===== config.mk =====
export PLATFORM = sky130hd
export DESIGN_NAME = rptr_empty_flat
export DESIGN_NICKNAME = d
export VERILOG_FILES = /design/src/rtl/fifo_pkg.sv /design/src/rtl/rptr_empty_if.sv /design/src/rtl/gray2bin.sv /design/src/rtl/rptr_empty.sv /design/src/flat_wrapper.sv
export SDC_FILE = /design/constraint.sdc
export NUM_CORES = 1
export LEC_CHECK = 0
export CORE_MARGIN = 1.5
export CORE_UTILIZATION = 51
export DETAILED_ROUTE_END_ITERATION = 7
export GPL_ROUTABILITY_DRIVEN = 0
export PLACE_DENSITY = 0.85
export SYNTH_ARGS = -nofsm -noshare
export SYNTH_HDL_FRONTEND = slang
export SYNTH_SLANG_ARGS = --single-unit

===== constraint.sdc =====
create_clock -name rclk -period 7.6 [get_ports rclk]
set_input_delay 2.28 -clock rclk [delete_from_list [all_inputs] [get_ports rclk]]
set_output_delay 2.28 -clock rclk [all_outputs]
set_load 0.03 [all_outputs]

===== src/rtl/fifo_pkg.sv =====
// -----------------------------------------------------------------------------
// fifo_pkg
// Definitions shared by the read and write sides of the asynchronous FIFO:
//   FIFO_ADDR_WIDTH  default address width (depth 2**FIFO_ADDR_WIDTH)
//   FIFO_PTR_WIDTH   pointer width, one wrap bit above the address
//   fifo_ptr_t       pointer type at the default width
//   bin2gray()       binary -> reflected Gray code
//   gray2bin()       reflected Gray code -> binary
// -----------------------------------------------------------------------------
package fifo_pkg;

    localparam int FIFO_ADDR_WIDTH = 4;
    localparam int FIFO_PTR_WIDTH  = FIFO_ADDR_WIDTH + 1;

    typedef logic [FIFO_PTR_WIDTH-1:0] fifo_ptr_t;

    function automatic fifo_ptr_t bin2gray(input fifo_ptr_t bin);
        return (bin >> 1) ^ bin;
    endfunction

    // Each binary bit is the XOR of all Gray bits at and above it.
    function automatic fifo_ptr_t gray2bin(input fifo_ptr_t gray);
        fifo_ptr_t bin;
        bin = '0;
        for (int i = 0; i < FIFO_PTR_WIDTH; i++) begin
            bin[i] = ^(gray >> i);
        end
        return bin;
    endfunction

endpackage : fifo_pkg


===== src/rtl/rptr_empty_if.sv =====
// -----------------------------------------------------------------------------
// rptr_empty_if
// Read-side pointer bundle of the asynchronous FIFO.
//   rinc          read request for this cycle
//   rq2_wptr      Gray write pointer, already synchronized into rclk
//   raddr         binary read address to the FIFO memory
//   rptr          registered Gray read pointer to the write-side synchronizer
//   rempty        registered empty flag
//   ralmost_empty registered rlevel <= threshold flag
//   rlevel        registered fill level seen from the read side
//   runderflow    sticky read-while-empty error flag
// Modports: master drives requests and the synced pointer, slave is the
// pointer/flag logic.
// -----------------------------------------------------------------------------
interface rptr_empty_if #(
    parameter int ADDR_WIDTH = fifo_pkg::FIFO_ADDR_WIDTH
);
    logic                  rinc;
    logic [ADDR_WIDTH:0]   rq2_wptr;
    logic [ADDR_WIDTH-1:0] raddr;
    logic [ADDR_WIDTH:0]   rptr;
    logic                  rempty;
    logic                  ralmost_empty;
    logic [ADDR_WIDTH:0]   rlevel;
    logic                  runderflow;

    modport master (
        output rinc, rq2_wptr,
        input  raddr, rptr, rempty, ralmost_empty, rlevel, runderflow
    );

    modport slave (
        input  rinc, rq2_wptr,
        output raddr, rptr, rempty, ralmost_empty, rlevel, runderflow
    );
endinterface : rptr_empty_if


===== src/rtl/gray2bin.sv =====
// -----------------------------------------------------------------------------
// gray2bin
// Purely combinational Gray-to-binary converter of parameterized width.
//   gray_i  Gray-coded input
//   bin_o   binary equivalent
// -----------------------------------------------------------------------------
module gray2bin #(
    parameter int WIDTH = fifo_pkg::FIFO_PTR_WIDTH
) (
    input  logic [WIDTH-1:0] gray_i,
    output logic [WIDTH-1:0] bin_o
);

    // NOTE: every bit of bin_o is assigned on every pass, so no latch results.
    always_comb begin
        bin_o = '0;
        for (int i = 0; i < WIDTH; i++) begin
            bin_o[i] = ^(gray_i >> i);
        end
    end

endmodule : gray2bin


===== src/rtl/rptr_empty.sv =====
// -----------------------------------------------------------------------------
// rptr_empty
// Read-pointer and empty/level logic of an asynchronous FIFO.
//   rclk  read-domain clock, all state updates on its rising edge
//   rrst  synchronous active-high reset
//   bus   rptr_empty_if slave: rinc, rq2_wptr in; raddr, rptr, rempty,
//         ralmost_empty, rlevel, runderflow out
// Flags and level are computed from the next pointer value, so a read of the
// last word raises rempty on the very next cycle with no bubble.
// -----------------------------------------------------------------------------
module rptr_empty
    import fifo_pkg::*;
#(
    parameter int ADDR_WIDTH    = FIFO_ADDR_WIDTH,
    parameter int AEMPTY_THRESH = 2
) (
    input  logic         rclk,
    input  logic         rrst,
    rptr_empty_if.slave  bus
);

    localparam int PW = ADDR_WIDTH + 1;
    localparam logic [PW-1:0] THRESH = AEMPTY_THRESH[PW-1:0];

    logic [PW-1:0] rbin_q,   rbin_d;
    logic [PW-1:0] rptr_q,   rgray_d;
    logic [PW-1:0] rlevel_q, rlevel_d;
    logic          rempty_q, rempty_d;
    logic          raempty_q, raempty_d;
    logic          runderflow_q, runderflow_d;
    logic          raccept;
    logic [PW-1:0] wbin;

    gray2bin #(.WIDTH(PW)) u_wptr_g2b (
        .gray_i (bus.rq2_wptr),
        .bin_o  (wbin)
    );

    // A read is only taken when the registered flag says data is present;
    // a request against an empty FIFO is dropped and latched as underflow.
    assign raccept      = bus.rinc & ~rempty_q;
    assign rbin_d       = rbin_q + {{(PW-1){1'b0}}, raccept};
    assign rgray_d      = (rbin_d >> 1) ^ rbin_d;
    // Modulo subtraction: the wrap bit makes a full FIFO read as 2**ADDR_WIDTH.
    assign rlevel_d     = wbin - rbin_d;
    assign rempty_d     = (rgray_d == bus.rq2_wptr);
    assign raempty_d    = (rlevel_d <= THRESH);
    assign runderflow_d = runderflow_q | (bus.rinc & rempty_q);

    // NOTE: non-blocking assignments keep every register sampling the
    //       pre-edge value of its neighbours, independent of statement order.
    always_ff @(posedge rclk) begin
        if (rrst) begin
            rbin_q       <= '0;
            rptr_q       <= '0;
            rempty_q     <= 1'b1;
            raempty_q    <= 1'b1;
            rlevel_q     <= '0;
            runderflow_q <= 1'b0;
        end else begin
            rbin_q       <= rbin_d;
            rptr_q       <= rgray_d;
            rempty_q     <= rempty_d;
            raempty_q    <= raempty_d;
            rlevel_q     <= rlevel_d;
            runderflow_q <= runderflow_d;
        end
    end

    assign bus.raddr         = rbin_q[ADDR_WIDTH-1:0];
    assign bus.rptr          = rptr_q;
    assign bus.rempty        = rempty_q;
    assign bus.ralmost_empty = raempty_q;
    assign bus.rlevel        = rlevel_q;
    assign bus.runderflow    = runderflow_q;

endmodule : rptr_empty


===== src/flat_wrapper.sv =====
// flat-port wrapper written by rule: the top's interface ports become plain ports
module rptr_empty_flat import fifo_pkg::*;
#(
    parameter int ADDR_WIDTH    = FIFO_ADDR_WIDTH,
    parameter int AEMPTY_THRESH = 2
)
  (rclk, rrst, bus_rinc, bus_rq2_wptr, bus_raddr, bus_rptr, bus_rempty, bus_ralmost_empty, bus_rlevel, bus_runderflow);
  rptr_empty_if #(.ADDR_WIDTH(ADDR_WIDTH)) bus_i ();
  input  logic rclk;
  input  logic rrst;
  input wire logic [$bits(bus_i.rinc)-1:0] bus_rinc;
  input wire logic [$bits(bus_i.rq2_wptr)-1:0] bus_rq2_wptr;
  output wire logic [$bits(bus_i.raddr)-1:0] bus_raddr;
  output wire logic [$bits(bus_i.rptr)-1:0] bus_rptr;
  output wire logic [$bits(bus_i.rempty)-1:0] bus_rempty;
  output wire logic [$bits(bus_i.ralmost_empty)-1:0] bus_ralmost_empty;
  output wire logic [$bits(bus_i.rlevel)-1:0] bus_rlevel;
  output wire logic [$bits(bus_i.runderflow)-1:0] bus_runderflow;
  assign bus_i.rinc = bus_rinc;
  assign bus_i.rq2_wptr = bus_rq2_wptr;
  assign bus_raddr = bus_i.raddr;
  assign bus_rptr = bus_i.rptr;
  assign bus_rempty = bus_i.rempty;
  assign bus_ralmost_empty = bus_i.ralmost_empty;
  assign bus_rlevel = bus_i.rlevel;
  assign bus_runderflow = bus_i.runderflow;
  rptr_empty #(.ADDR_WIDTH(ADDR_WIDTH), .AEMPTY_THRESH(AEMPTY_THRESH)) u_core (.rclk(rclk), .rrst(rrst), .bus(bus_i));
endmodule

---- Word-level counts from Yosys, hierarchy flattened ----
Cells that the tools add are included.
cells by class
  multiplexer cells ....................... 0
  reduce and logical (&&, ||, !) cells .... 5
  div/mod/pow operators ................... 0
  add/subtract/negate cells ............... 2
  multipliers ............................. 0
  bitwise gates (word level) .............. 5
  order comparisons ....................... 1
  shift operators ......................... 0
  eq/ne operators ......................... 1
operator list
  kind                                                                   number
  5-bit parity                                                           5
  5-bit by 1-bit adder with 5-bit output                                 1
  5-bit == test                                                          1
  5-bit by 2-bit <= comparator with 1-bit output, second input constant  1
  5-bit subtractor                                                       1
  4-bit by 5-bit XOR with 5-bit output                                   1
  1-bit AND                                                              2
  1-bit NOT                                                              1
  1-bit OR                                                               1
word-level totals
  logic and storage cells ................. 20
  memory bits (read-only) ................. 0
  memories ................................ 0
  latch bits .............................. 0
  RAM bits ................................ 0
  input port bits ......................... 8
  output and inout bits ................... 17
  bits in registers ....................... 18

---- Longest topological paths before layout ----
  depth after elaboration ................. 5
  gate-level depth with buffers ........... 11
  mapped depth without buffers ............ 10

---- By module ----
Synthesis repeated with hierarchy kept, for this count alone.
unflattened totals
  cells, all modules ...................... 88
  area, all modules ....................... 908.4 um^2
by module, submodules not included
  module      times used  cells each  sequential area each (um^2)  area each (um^2)
  rptr_empty  1           82          340.3                        835.8
  gray2bin    1           6           0.0                          72.6

---- Worst setup path after synthesis ----
Ideal clock, no wire load.
  path kind ............................... input -> register
  from .................................... in bus_rq2_wptr[3]
  to ...................................... reg u_core.rlevel_q[4] (netlist: u_core.bus.rlevel[4])
  arrival ................................. 4.293 ns
  data required time ...................... 7.480 ns
  setup time .............................. 0.120 ns
  setup slack ............................. 3.187 ns
  buffers on the path ..................... 1
  stages .................................. 11
  cells stage by stage .................... buf_4 -> xor2_4 -> xnor2_2 -> xnor2_1 -> ha_1 -> inv_1 -> ha_1 -> a2111oi_0 -> o22ai_1 -> nor4bb_1 -> or2_1
on the way
  cells in the longest elaborated chain, start to end .. 2
  elaborated cells on any way between the ends .. 5
  those cells by class .................... add/sub: 1; reduce/logical: 4
ends and longest elaborated chain
  item                  line                RTL
  start, declared       flat_wrapper.sv:12  input wire logic [$bits(bus_i.rq2_wptr)-1:0] bus_rq2_wptr;
  5-bit parity          gray2bin.sv:18      bin_o[i] = ^(gray_i >> i);
  5-bit subtractor *    rptr_empty.sv:45    assign rlevel_d = wbin - rbin_d;
  end signal, assigned  rptr_empty.sv:65    rlevel_q <= rlevel_d;
  end, declared         rptr_empty.sv:27    logic [PW-1:0] rlevel_q, rlevel_d;
Mark *: on every way between the ends. The rest lies on a longest branch, timed or not.
A chain may end at the register's enable or synchronous reset.

---- Worst setup path in the final report ----
Same ends and word-level chain as after synthesis.

==> impl_metrics.env <==
export IMPL_fp_row_count=15
export IMPL_drive_gt1_share_pct=7.52
export IMPL_worstRegToRegCells=9
export IMPL_setup_worst_path_start="bus_rq2_wptr[3]"
export IMPL_finalHoldViolCount=0
export IMPL_clk_latency_ps=270
export IMPL_syn_num_nets=122
export IMPL_ios=25
export IMPL_powerDensity_nw_per_um2=196
export IMPL_r2r_end="u_core.bus.rlevel[4]$_SDFF_PP0_"
export IMPL_diodes=0
export IMPL_worst_r2r_startpoint="u_core.bus.rempty$_SDFF_PP1_"
export IMPL_fin_ws_ps=2620
export IMPL_hold_path_class="reg -> reg"
export IMPL_die_y_um=47.0
export IMPL_cts_tree="yes"
export IMPL_initial_core_util_pct=55.9
export IMPL_clk_pin_slew_ps=100
export IMPL_yosys_area_top_type="dfxtp_1"
export IMPL_grt_pass1_wl_um=3230
export IMPL_period_needed_ps=4980
export IMPL_cts_resized=0
export IMPL_netlist_top_cells_area="dfxtp_1 (35%), xnor2_1 (15%), ha_1 (6.3%), nor2_1 (5.7%), xnor2_2 (3.3%)"
export IMPL_portBuffers=24
export IMPL_antenna_found_initial=0
export IMPL_async_reset_ff_share_pct=0
export IMPL_syn_area_per_cell_um2=9.05
export IMPL_pre_cts_ws_ps=2400
export IMPL_cts_root_buf="clkbuf_4"
export IMPL_ys_types=31
export IMPL_setup_viol=0
export IMPL_synth_top_area_share_pct=34.5
export IMPL_cts_sinks=17
export IMPL_htreeDepth=1
export IMPL_drtAntennaViolNets=0
export IMPL_fin_setup_tns_ps=0
export IMPL_drc_errors=0
export IMPL_min_from="u_core.bus.runderflow$_SDFF_PP0_"
export IMPL_vias_per_cell=5.25
export IMPL_cp_data_arrival_time_ps=5150
export IMPL_critPathKind="in -> reg"
export IMPL_die_w_um=47.0
export IMPL_dp_hpwl_um=1600
export IMPL_yosysWarnings=0
export IMPL_design_core_area_um2=1760
export IMPL_fin_crit_sh_pct=65.5
export IMPL_cp_start_kind="primary input"
export IMPL_maxSlewHeadroom_pct=47.0
export IMPL_grt_max_degree=19
export IMPL_firstDrtPassIters=6
export IMPL_worst_pin_slew_ps=792
export IMPL_fmax_ghz=0.201
export IMPL_nets=147
export IMPL_status="completed"
export IMPL_layout_commonest_cell="clkdlybuf4s50_1"
export IMPL_slew_violations=0
export IMPL_vdd_drop_max_uv=124
export IMPL_skew_ps=4.45
export IMPL_required_ps=7770
export IMPL_grt_usage_pct=20.6
export IMPL_post_cts_buffers=0
export IMPL_die_area_um2=2210
export IMPL_syn_inst=109
export IMPL_synth_main_ff_cell="dfxtp_1"
export IMPL_ys_seq_area_share_pct=34.5
export IMPL_rsz0062_at_grt="false"
export IMPL_routedWlPerCell_um=12.5
export IMPL_utilization_pct=71.5
export IMPL_grt_overflow_total=0
export IMPL_final_cell_mix="clkdlybuf4s50_1 (24), xnor2_1 (17), dfxtp_1 (17)"
export IMPL_cap_violations=0
export IMPL_path_max_fanout=7
export IMPL_synth_seq_cells=17
export IMPL_first_global_vias=775
export IMPL_cts_made_buffers=3
export IMPL_holdBufCountCts=0
export IMPL_cp_endpoint="u_core.bus.rlevel[4]$_SDFF_PP0_"
export IMPL_wl_um=1980
export IMPL_vias=830
export IMPL_leakage_nw=0.467
export IMPL_end_kind="flip-flop"
export IMPL_synth_edff_count=0
export IMPL_cts_buffer_depth=2
export IMPL_syn_to_final_growth_pct=27.9
export IMPL_syn_area_um2=986
export IMPL_dr_first_iter_drc_count=16
export IMPL_r2r_slack_ps=5020
==> metal layers <==
| layer | part of all wire, % | track usage, % |
|---|---|---|
| met2 | 51 | 38.4 |
| met3 | 3.6 | 3.08 |
| met1 | 44 | 23.6 |
| met4 | 2.0 | 7.22 |
| met5 | 0 | 0 |
==> stage by stage <==
stage	hold WS (ps)	total power (W)	instance area [um^2]	std cells
4_1_cts	499	0.000247	1260	158
6_report	500	0.000247	1260	158
3_5_place_dp	479	0.000203	1230	154
3_3_place_gp	450	0.000199	1230	154
5_1_grt	530	0.000261	1260	158
2_1_floorplan	621	0.000170	986	109
==> worst min-delay path by stage <==
stage | to | cells after the start
2_1_floorplan | u_core.bus.runderflow$_SDFF_PP0_ | 2
5_1_grt | u_core.bus.runderflow$_SDFF_PP0_ | 2
3_3_place_gp | u_core.bus.runderflow$_SDFF_PP0_ | 2
3_5_place_dp | u_core.bus.runderflow$_SDFF_PP0_ | 2
4_1_cts | u_core.bus.runderflow$_SDFF_PP0_ | 2
6_report | u_core.bus.runderflow$_SDFF_PP0_ | 2
==> critical path, cell delays in order <==
cell and delay (ps):
clkdlybuf4s50_1 570, xor2_4 280, xnor2_2 330, xnor2_1 170, ha_1 210, inv_1 70, ha_1 230, a2111oi_0 470
o22ai_1 130, nor4bb_1 150, or2_1 250
==> sequential cells by signal (all words and copies together), names as in the netlist <==
| signal | cells |
|---|---|
| u_core.bus.rlevel | 5 |
| u_core.bus.rptr | 5 |
| u_core.rbin_q | 4 |
| u_core.bus.rempty | 1 |
| u_core.bus.ralmost_empty | 1 |
| u_core.bus.runderflow | 1 |
==> layout make-up <==
type / count / area [um^2]
Tap cell: 25 / 31.3
Inverter: 3 / 11.3
Sequential cell: 17 / 340
Multi-Input combinational cell: 85 / 612
Timing Repair Buffer: 24 / 240
Clock buffer: 4 / 26.3
Fill cell: 159 / 503
==> logic make-up after synthesis <==
group,Yosys count,share of synthesized area (%)
and+or+nand+nor,39,18.9
xor gates and xnor gates,23,23.9
AOI/OAI and AO/OA,18,12.9
DFF,17,34.5
buffers and inverters,7,3.43
adders and majority gates,5,6.35
==> power by group <==
group | internal, W | switching, W | leakage [nW]
Combinational | 0.0000445 | 0.0000551 | 0.312
Clock | 0.0000203 | 0.0000257 | 0.0150
Sequential | 0.0000983 | 0.00000284 | 0.140
==> synth_stat cells (3+ instances only) <==
cell type and instances:
a21oi_1 4, dfxtp_1 17, ha_1 5, inv_1 3
nand2_1 7, nand3_1 3, nor2_1 15, nor2b_1 4
nor3_1 3, xnor2_1 17, xor2_1 3
Power figures use the tool's default switching activity.
